[src/rtl/cross_bar_nxm_pkg.sv]
// cross_bar_nxm_pkg: command encoding, default sizing and the round-robin pick helper
// shared by the crossbar top and its per-slave ID FIFO.
package cross_bar_nxm_pkg;

    typedef enum logic {
        CMD_RD = 1'b0,
        CMD_WR = 1'b1
    } cmd_e;

    localparam int N_MASTERS_DEF = 4;
    localparam int N_SLAVES_DEF  = 4;
    localparam int RD_DEPTH_DEF  = 4;
    localparam int SEL_W         = $clog2(N_SLAVES_DEF);
    localparam int ID_W          = $clog2(N_MASTERS_DEF);
    localparam int CNT_W         = $clog2(RD_DEPTH_DEF + 1);
    localparam int RR_MAX        = 32;

    // First set bit at or after ptr, wrapping at n; -1 when nothing is requesting.
    function automatic int rr_pick(logic [RR_MAX-1:0] req, int ptr, int n);
        int idx;
        rr_pick = -1;
        for (int k = RR_MAX - 1; k >= 0; k--) begin
            idx = 0;
            if (k < n) begin
                idx = ptr + k;
                if (idx >= n) idx = idx - n;
                if (req[idx]) rr_pick = idx;
            end
        end
    endfunction

endpackage

[src/rtl/cross_bar_id_fifo.sv]
// cross_bar_id_fifo: in-order FIFO of master IDs for reads accepted by one slave.
// Simultaneous push and pop are both performed.
module cross_bar_id_fifo
    import cross_bar_nxm_pkg::*;
#(
    parameter int ID_BITS  = ID_W,
    parameter int DEPTH    = RD_DEPTH_DEF,
    parameter int CNT_BITS = CNT_W
) (
    input  logic               clk,
    input  logic               rst_n,
    input  logic               push,
    input  logic [ID_BITS-1:0] din,
    input  logic               pop,
    output logic [ID_BITS-1:0] dout,
    output logic               full,
    output logic               empty
);
    localparam int PW = (DEPTH > 1) ? $clog2(DEPTH) : 1;

    logic [DEPTH-1:0][ID_BITS-1:0] mem;
    logic [PW-1:0]                 wr_ptr;
    logic [PW-1:0]                 rd_ptr;
    logic [CNT_BITS-1:0]           count;

    function automatic logic [PW-1:0] next_ptr(logic [PW-1:0] p);
        return (p == PW'(DEPTH - 1)) ? '0 : p + 1'b1;
    endfunction

    assign full  = (count == CNT_BITS'(DEPTH));
    assign empty = (count == '0);
    assign dout  = mem[rd_ptr];

    always_ff @(posedge clk or negedge rst_n) begin
        if (!rst_n) begin
            mem    <= '0;
            wr_ptr <= '0;
            rd_ptr <= '0;
            count  <= '0;
        end else begin
            if (push) begin
                mem[wr_ptr] <= din;
                wr_ptr      <= next_ptr(wr_ptr);
            end
            if (pop) rd_ptr <= next_ptr(rd_ptr);
            if (push && !pop)      count <= count + 1'b1;
            else if (pop && !push) count <= count - 1'b1;
        end
    end

endmodule

[src/rtl/cross_bar_nxm.sv]
// cross_bar_nxm: N-master x M-slave crossbar, per-slave arbiter, split-phase in-order reads.
// Define CROSS_BAR_FIXED_PRIO_EN for fixed-priority arbiters (no RR pointers built).
module cross_bar_nxm
    import cross_bar_nxm_pkg::*;
#(
    parameter int N_MASTERS = N_MASTERS_DEF,
    parameter int N_SLAVES  = N_SLAVES_DEF,
    parameter int ADDR_W    = 32,
    parameter int DATA_W    = 32,
    parameter int RD_DEPTH  = RD_DEPTH_DEF
) (
    input  logic                             clk,
    input  logic                             rst_n,
    input  logic [N_MASTERS-1:0]             m_req,
    input  logic [N_MASTERS-1:0][ADDR_W-1:0] m_addr,
    input  logic [N_MASTERS-1:0]             m_cmd,
    input  logic [N_MASTERS-1:0][DATA_W-1:0] m_wdata,
    output logic [N_MASTERS-1:0]             m_ack,
    output logic [N_MASTERS-1:0]             m_resp,
    output logic [N_MASTERS-1:0][DATA_W-1:0] m_rdata,
    output logic [N_SLAVES-1:0]              s_req,
    output logic [N_SLAVES-1:0][ADDR_W-1:0]  s_addr,
    output logic [N_SLAVES-1:0]              s_cmd,
    output logic [N_SLAVES-1:0][DATA_W-1:0]  s_wdata,
    input  logic [N_SLAVES-1:0]              s_ack,
    input  logic [N_SLAVES-1:0]              s_resp,
    input  logic [N_SLAVES-1:0][DATA_W-1:0]  s_rdata,
    output logic [N_SLAVES-1:0]              err_orphan
);
    localparam int SEL_BITS = $clog2(N_SLAVES);
    localparam int ID_BITS  = $clog2(N_MASTERS);
    localparam int CNT_BITS = $clog2(RD_DEPTH + 1);

    logic [N_MASTERS-1:0]                req_live;
    logic [N_MASTERS-1:0][SEL_BITS-1:0]  m_sel;
    logic [N_MASTERS-1:0][CNT_BITS-1:0]  rd_cnt;
    logic [N_MASTERS-1:0][SEL_BITS-1:0]  rd_slave;
    logic [N_MASTERS-1:0][SEL_BITS-1:0]  rd_slave_nxt;
    logic [N_MASTERS-1:0]                rd_inc;
    logic [N_MASTERS-1:0]                rd_dec;
    logic [N_SLAVES-1:0]                 cur_vld;
    logic [N_SLAVES-1:0][ID_BITS-1:0]    cur_id;
    logic [N_SLAVES-1:0]                 push;
    logic [N_SLAVES-1:0]                 pop;
    logic [N_SLAVES-1:0]                 fifo_full;
    logic [N_SLAVES-1:0]                 fifo_empty;
    logic [N_SLAVES-1:0][ID_BITS-1:0]    fifo_dout;

    // Requests are masked while reset is asserted so the forwarded slave side goes quiet at once.
    assign req_live = m_req & {N_MASTERS{rst_n}};

    always_comb begin
        m_sel = '0;
        for (int i = 0; i < N_MASTERS; i++) m_sel[i] = m_addr[i][ADDR_W-1 -: SEL_BITS];
    end

    for (genvar j = 0; j < N_SLAVES; j++) begin : g_slave
        logic                 locked;
        logic [ID_BITS-1:0]   owner;
        logic [ID_BITS-1:0]   ptr;
        logic [N_MASTERS-1:0] elig;
        logic                 vld;
        logic [ID_BITS-1:0]   id;
        int                   pick;

        always_comb begin
            elig = '0;
            for (int i = 0; i < N_MASTERS; i++) begin
                if (req_live[i] && m_sel[i] == SEL_BITS'(j)) begin
                    if (cmd_e'(m_cmd[i]) == CMD_WR) elig[i] = 1'b1;
                    else elig[i] = !fifo_full[j] &&
                                   (rd_cnt[i] == '0 || rd_slave[i] == SEL_BITS'(j));
                end
            end
        end

        always_comb begin
            pick = rr_pick(RR_MAX'(elig), int'(ptr), N_MASTERS);
            vld  = 1'b0;
            id   = '0;
            if (locked && req_live[owner]) begin
                vld = 1'b1;
                id  = owner;
            end else if (pick >= 0) begin
                vld = 1'b1;
                id  = ID_BITS'(pick);
            end
        end

        // A grant that is not acked is held for the same master until ack or request drop.
        always_ff @(posedge clk or negedge rst_n) begin
            if (!rst_n) begin
                locked <= 1'b0;
                owner  <= '0;
            end else begin
                locked <= vld && !s_ack[j];
                owner  <= id;
            end
        end

`ifdef CROSS_BAR_FIXED_PRIO_EN
        assign ptr = '0;
`else
        always_ff @(posedge clk or negedge rst_n) begin
            if (!rst_n)                 ptr <= '0;
            else if (vld && s_ack[j])   ptr <= (id == ID_BITS'(N_MASTERS - 1)) ? '0 : id + 1'b1;
        end
`endif

        assign cur_vld[j] = vld;
        assign cur_id[j]  = id;
        assign push[j]    = vld && s_ack[j] && (cmd_e'(m_cmd[id]) == CMD_RD);
        assign pop[j]     = s_resp[j] && !fifo_empty[j];
        assign s_req[j]   = vld;
        assign s_addr[j]  = vld ? m_addr[id]  : '0;
        assign s_cmd[j]   = vld ? m_cmd[id]   : 1'b0;
        assign s_wdata[j] = vld ? m_wdata[id] : '0;

        cross_bar_id_fifo #(
            .ID_BITS  (ID_BITS),
            .DEPTH    (RD_DEPTH),
            .CNT_BITS (CNT_BITS)
        ) u_id_fifo (
            .clk   (clk),
            .rst_n (rst_n),
            .push  (push[j]),
            .din   (id),
            .pop   (pop[j]),
            .dout  (fifo_dout[j]),
            .full  (fifo_full[j]),
            .empty (fifo_empty[j])
        );
    end

    always_comb begin
        m_ack        = '0;
        m_resp       = '0;
        m_rdata      = '0;
        rd_inc       = '0;
        rd_dec       = '0;
        rd_slave_nxt = rd_slave;
        for (int j = 0; j < N_SLAVES; j++) begin
            if (cur_vld[j] && s_ack[j]) m_ack[cur_id[j]] = 1'b1;
            if (push[j]) begin
                rd_inc[cur_id[j]]       = 1'b1;
                rd_slave_nxt[cur_id[j]] = SEL_BITS'(j);
            end
            if (pop[j]) begin
                m_resp[fifo_dout[j]]  = 1'b1;
                m_rdata[fifo_dout[j]] = s_rdata[j];
                rd_dec[fifo_dout[j]]  = 1'b1;
            end
        end
    end

    always_ff @(posedge clk or negedge rst_n) begin
        if (!rst_n) begin
            rd_cnt     <= '0;
            rd_slave   <= '0;
            err_orphan <= '0;
        end else begin
            for (int i = 0; i < N_MASTERS; i++) begin
                if (rd_inc[i] && !rd_dec[i])      rd_cnt[i] <= rd_cnt[i] + 1'b1;
                else if (rd_dec[i] && !rd_inc[i]) rd_cnt[i] <= rd_cnt[i] - 1'b1;
            end
            rd_slave   <= rd_slave_nxt;
            err_orphan <= s_resp & fifo_empty;
        end
    end

endmodule
[config.mk]
export PLATFORM = sky130hd
export DESIGN_NAME = cross_bar_nxm
export DESIGN_NICKNAME = d
export VERILOG_FILES = /design/src/rtl/cross_bar_nxm_pkg.sv /design/src/rtl/cross_bar_id_fifo.sv /design/src/rtl/cross_bar_nxm.sv
export SDC_FILE = /design/constraint.sdc
export NUM_CORES = 1
export LEC_CHECK = 0
export ABC_CLOCK_PERIOD_IN_PS = 4350
export BUFFER_PORTS_ARGS = -buffer_cell sky130_fd_sc_hd__clkbuf_2
export CORE_AREA = 2 2 314 316
export DETAILED_ROUTE_END_ITERATION = 8
export DIE_AREA = 0 0 316 318
export GPL_TIMING_DRIVEN = 0
export PLACE_DENSITY = 0.47
export SYNTH_ARGS = -nofsm -noshare
export SYNTH_HDL_FRONTEND = slang
export SYNTH_SLANG_ARGS = --single-unit
[constraint.sdc]
create_clock -name clk -period 4.35 [get_ports clk]
set_input_delay 0.435 -clock clk [delete_from_list [all_inputs] [get_ports clk]]
set_output_delay 0.435 -clock clk [all_outputs]
set_load 0.005 [all_outputs]
==> qor.csv <==
stage;metric;value;unit
status;status;finished, violations left;
status;violations;setup timing;
clock_tree;clk_pin_slew;0.08;ns
placement;io_buffers;801;
worst_setup_path;crit_fanout;4;
sta;slew_viol_final;0;
pwr;leakage;13.29;nW
global_routing;grt_pass1_vias;26900;
drt;route.vias.total;27940;
clock_tree;insertion_delay;0.38;ns
die;core_area;97410;um2
sta;setup_viol;287;
drt;drt-vias-per-instance;5.651;
clock_tree;htree_levels;3;
die;die-area;100500;um2
worst_setup_path;worstPathRequired;3.91;ns
finish;final_common_cell;clkbuf_2;
sta;hold_viol;0;
die;io_pins;806;
sta;rsz0062_at_grt;true;
placement;gp_congestion;1.012;
drt;routed_wl;146800;um
synth;postSynthAreaPerCell;7.204;um2
die;start_util;0.1993;
worst_setup_path;cp.arrival;4.38;ns
drt;drc;0;
global_routing;antenna_found_initial;28;
clock_tree;cts_made_buffers;9;
synth;synth_edf_count;0;
finish;fillers;10790;
synth;synth-async-reset-ratio;1.000;
synth;ys_seq_area_frac;0.1340;
sta;period_share;1.107;
synth;synth-seq-cells;104;
die;die_w;316;um
worst_setup_path;worstSetupEndpointType;output pin;
finish;multi_input_area;16980;um2
global_routing;grt_start_max_net_pins;53;
die;rows;115;
synth;synth_area;19410;um2
drt;drtAntennaViolNets;0;
sta;fin_crit;4.815;ns
finish;nets;4111;
clock_tree;clockBufferDepth;2;
sta;finClkSkew;0.01397;ns
global_routing;grt_pass1_wl;201300;um
worst_setup_path;rrSetupSlack;-0.43;ns
placement;place_hpwl;113700;um
finish;utilization;0.3044;
worst_setup_path;cp-start-kind;flop;
synth;synth_top_flop_cell;dfrtp_1;
hold_path;hold_class;in2async;
synth;syn_inst;2695;
sta;tns;-60.96;ns
synth;syn-num-nets;3169;
flow_run;drv_cap;0;
global_routing;grt_usage;0.2731;
sta;worstMarginPinSlew;1.437;ns
worst_setup_path;critPathKind;reg2out;
synth;synth_cell_types;92;
sta;timing.fmax;207.7;MHz
sta;maxSlewHeadroom;0.03438;
finish;layout-drive-gt1-share;0.4044;
clock_tree;cts_tree;done;
drt;first_iter_violations;2445;
global_routing;gr-total-overflow;0;
finish;regArea;2616;um2
drt;drtPass1Iterations;6;
synth;synth_warnings;0;
finish;area_delta_synth_final;52.73;%
clock_tree;root_buffer;clkbuf_16;
clock_tree;numClockSinks;104;
sta;final.setup.worst_slack;-0.4655;ns
finish;mostFrequentLayoutCells;clkbuf_2 (798), nand2_1 (454), a211oi_1 (234);
pwr;p_total;35.06;mW
pwr;peakVddDrop;0.5204;mV
pwr;p_per_area;1182;nW/um2
drt;wl_per_cell;29.68;um
die;dieHeight;318;um
## per-layer routing
metal	global-route usage	up-vias	share of wire
met5	0	-	0.00071
met3	0.05478	388	0.084
met1	0.3184	13730	0.37
li1	-	12120	-
met2	0.4470	1694	0.46
met4	0.1887	16	0.085
## synth_stat cells (all sizes together), types with 4 or more instances
cell     count  area (um2)
o31a         5       43.79
mux2i      204        2058
a41oi        5       43.79
o21ai       32       160.2
nor4b        5       43.79
xor2        16       140.1
or2          5       31.29
and3       147       939.7
o21a         7       52.55
ha          64       800.8
nand2b       9       56.30
or3          8       55.05
mux2        46       540.5
mux4        12       270.3
nor2        73       274.0
a311oi      66       578.1
and2        67       419.2
a21oi      154       782.0
o211ai       6       45.04
nor3        33       170.2
nand2      461        1730
a32oi        4       35.03
a31oi        8       50.05
nand4        8       50.05
nor4         9       92.59
nand3b       7       52.55
a21o         7       52.55
inv         58       217.7
nand3       23       115.1
xnor2       10       87.58
dfrtp      104        2603
nor3b        5       37.54
or3b         5       46.30
nor2b       75       469.2
o31ai        9       67.56
a211oi     327        2455
buf         69       404.1
fa           8       160.2
a2bb2oi      6       52.55
clkbuf     212       795.8
o22ai      134       838.3
a22oi      129       968.4
a211o        4       35.03
## power breakdown
part,internal (mW),switching (mW),leakage (nW)
clock network,0.461,0.442,0.152
registers,1.44,0.451,1.28
logic,12.6,19.7,11.9
total,14.5,20.6,13.3
## registers in the layout (all words and copies together), names as in the netlist
name,count
err_orphan,4
g_slave.locked,4
g_slave.owner,8
g_slave.ptr,8
g_slave.u_id_fifo.count,12
g_slave.u_id_fifo.mem,32
g_slave.u_id_fifo.rd_ptr,8
g_slave.u_id_fifo.wr_ptr,8
rd_cnt,12
rd_slave,8
## critical path, stage by stage (launching register included)
cell        delay, ns
dfrtp_1          0.38
or3_4            0.43
a2111o_1         0.48
buf_6            0.17
nor3_1           0.13
o211ai_1         0.15
o211ai_1         0.19
nor4_4           0.12
buf_4            0.16
o41ai_4          0.43
buf_12           0.17
buf_6            0.10
clkbuf_16        0.14
clkinvlp_4       0.16
ha_4             0.21
nand2_1          0.05
nand4_1          0.29
clkbuf_2         0.23
## kinds of logic (layout without fill, tap and decap cells)
family | after synthesis | in the layout | synth area share
simple gates | 946 | 946 | 0.2389
compound gates | 943 | 943 | 0.3445
buf+inv | 342 | 1289 | 0.07360
mux | 262 | 262 | 0.1478
flops | 104 | 104 | 0.1340
fa+ha+maj | 72 | 72 | 0.04949
xor+xnor | 26 | 26 | 0.01173
other cells | 0 | 16 | 0
## through the flow
stage	instances	setup WS (ns)	cell area, um2	hold WS [ns]
after floorplan	2695	-0.05055	19540	0.1394
after global placement	4783	-3.914	25160	0.4605
after detailed placement	4785	-2.446	25210	0.2629
after CTS	4887	-0.3877	28410	0.1680
after global routing	4940	-0.6058	29640	0.1684
final	4945	-0.4655	29650	0.1725
## layout make-up
class	count	area share
inverters	61	0.009199
plain buffers	267	0.07654
repair buffers	945	0.1871
flip-flops and latches	104	0.08823
clock buffers	9	0.007595
clock inverters	7	0.003038
multi-input cells	2249	0.5726
well taps	1287	0.05431
diodes	16	0.001350
## path summary, 6_finish.rpt
| kind | from | endpoint | cells after the start |
|---|---|---|---|
| min in group clk | s_ack[2] | g_slave[2].locked$_DFF_PN0_ | 2 |
| worst max-delay path | rd_cnt[2]$_DFFE_PN0P_ | m_ack[0] | 17 |
| max in group asynchronous | rst_n | err_orphan[1]$_DFF_PN0_ | 2 |
| worst min register to register | g_slave[0].u_id_fifo.mem[3]$_DFFE_PN0P_ | g_slave[0].u_id_fifo.mem[3]$_DFFE_PN0P_ | 2 |
| worst max register to register | rd_cnt[2]$_DFFE_PN0P_ | rd_cnt[7]$_DFFE_PN0P_ | 21 |
| worst min-delay path | rst_n | g_slave[1].ptr[0]$_DFFE_PN0N_ | 3 |
## repair_timing
action	in CTS	in global routing
buffers inserted	89	42
resized for setup	520	266
pin swaps	76	86
cloned	6	7
hold endpoints to repair	4	0
setup endpoints to repair	355	305
hold buffers	1	0
(Power assumes the default switching activity.)
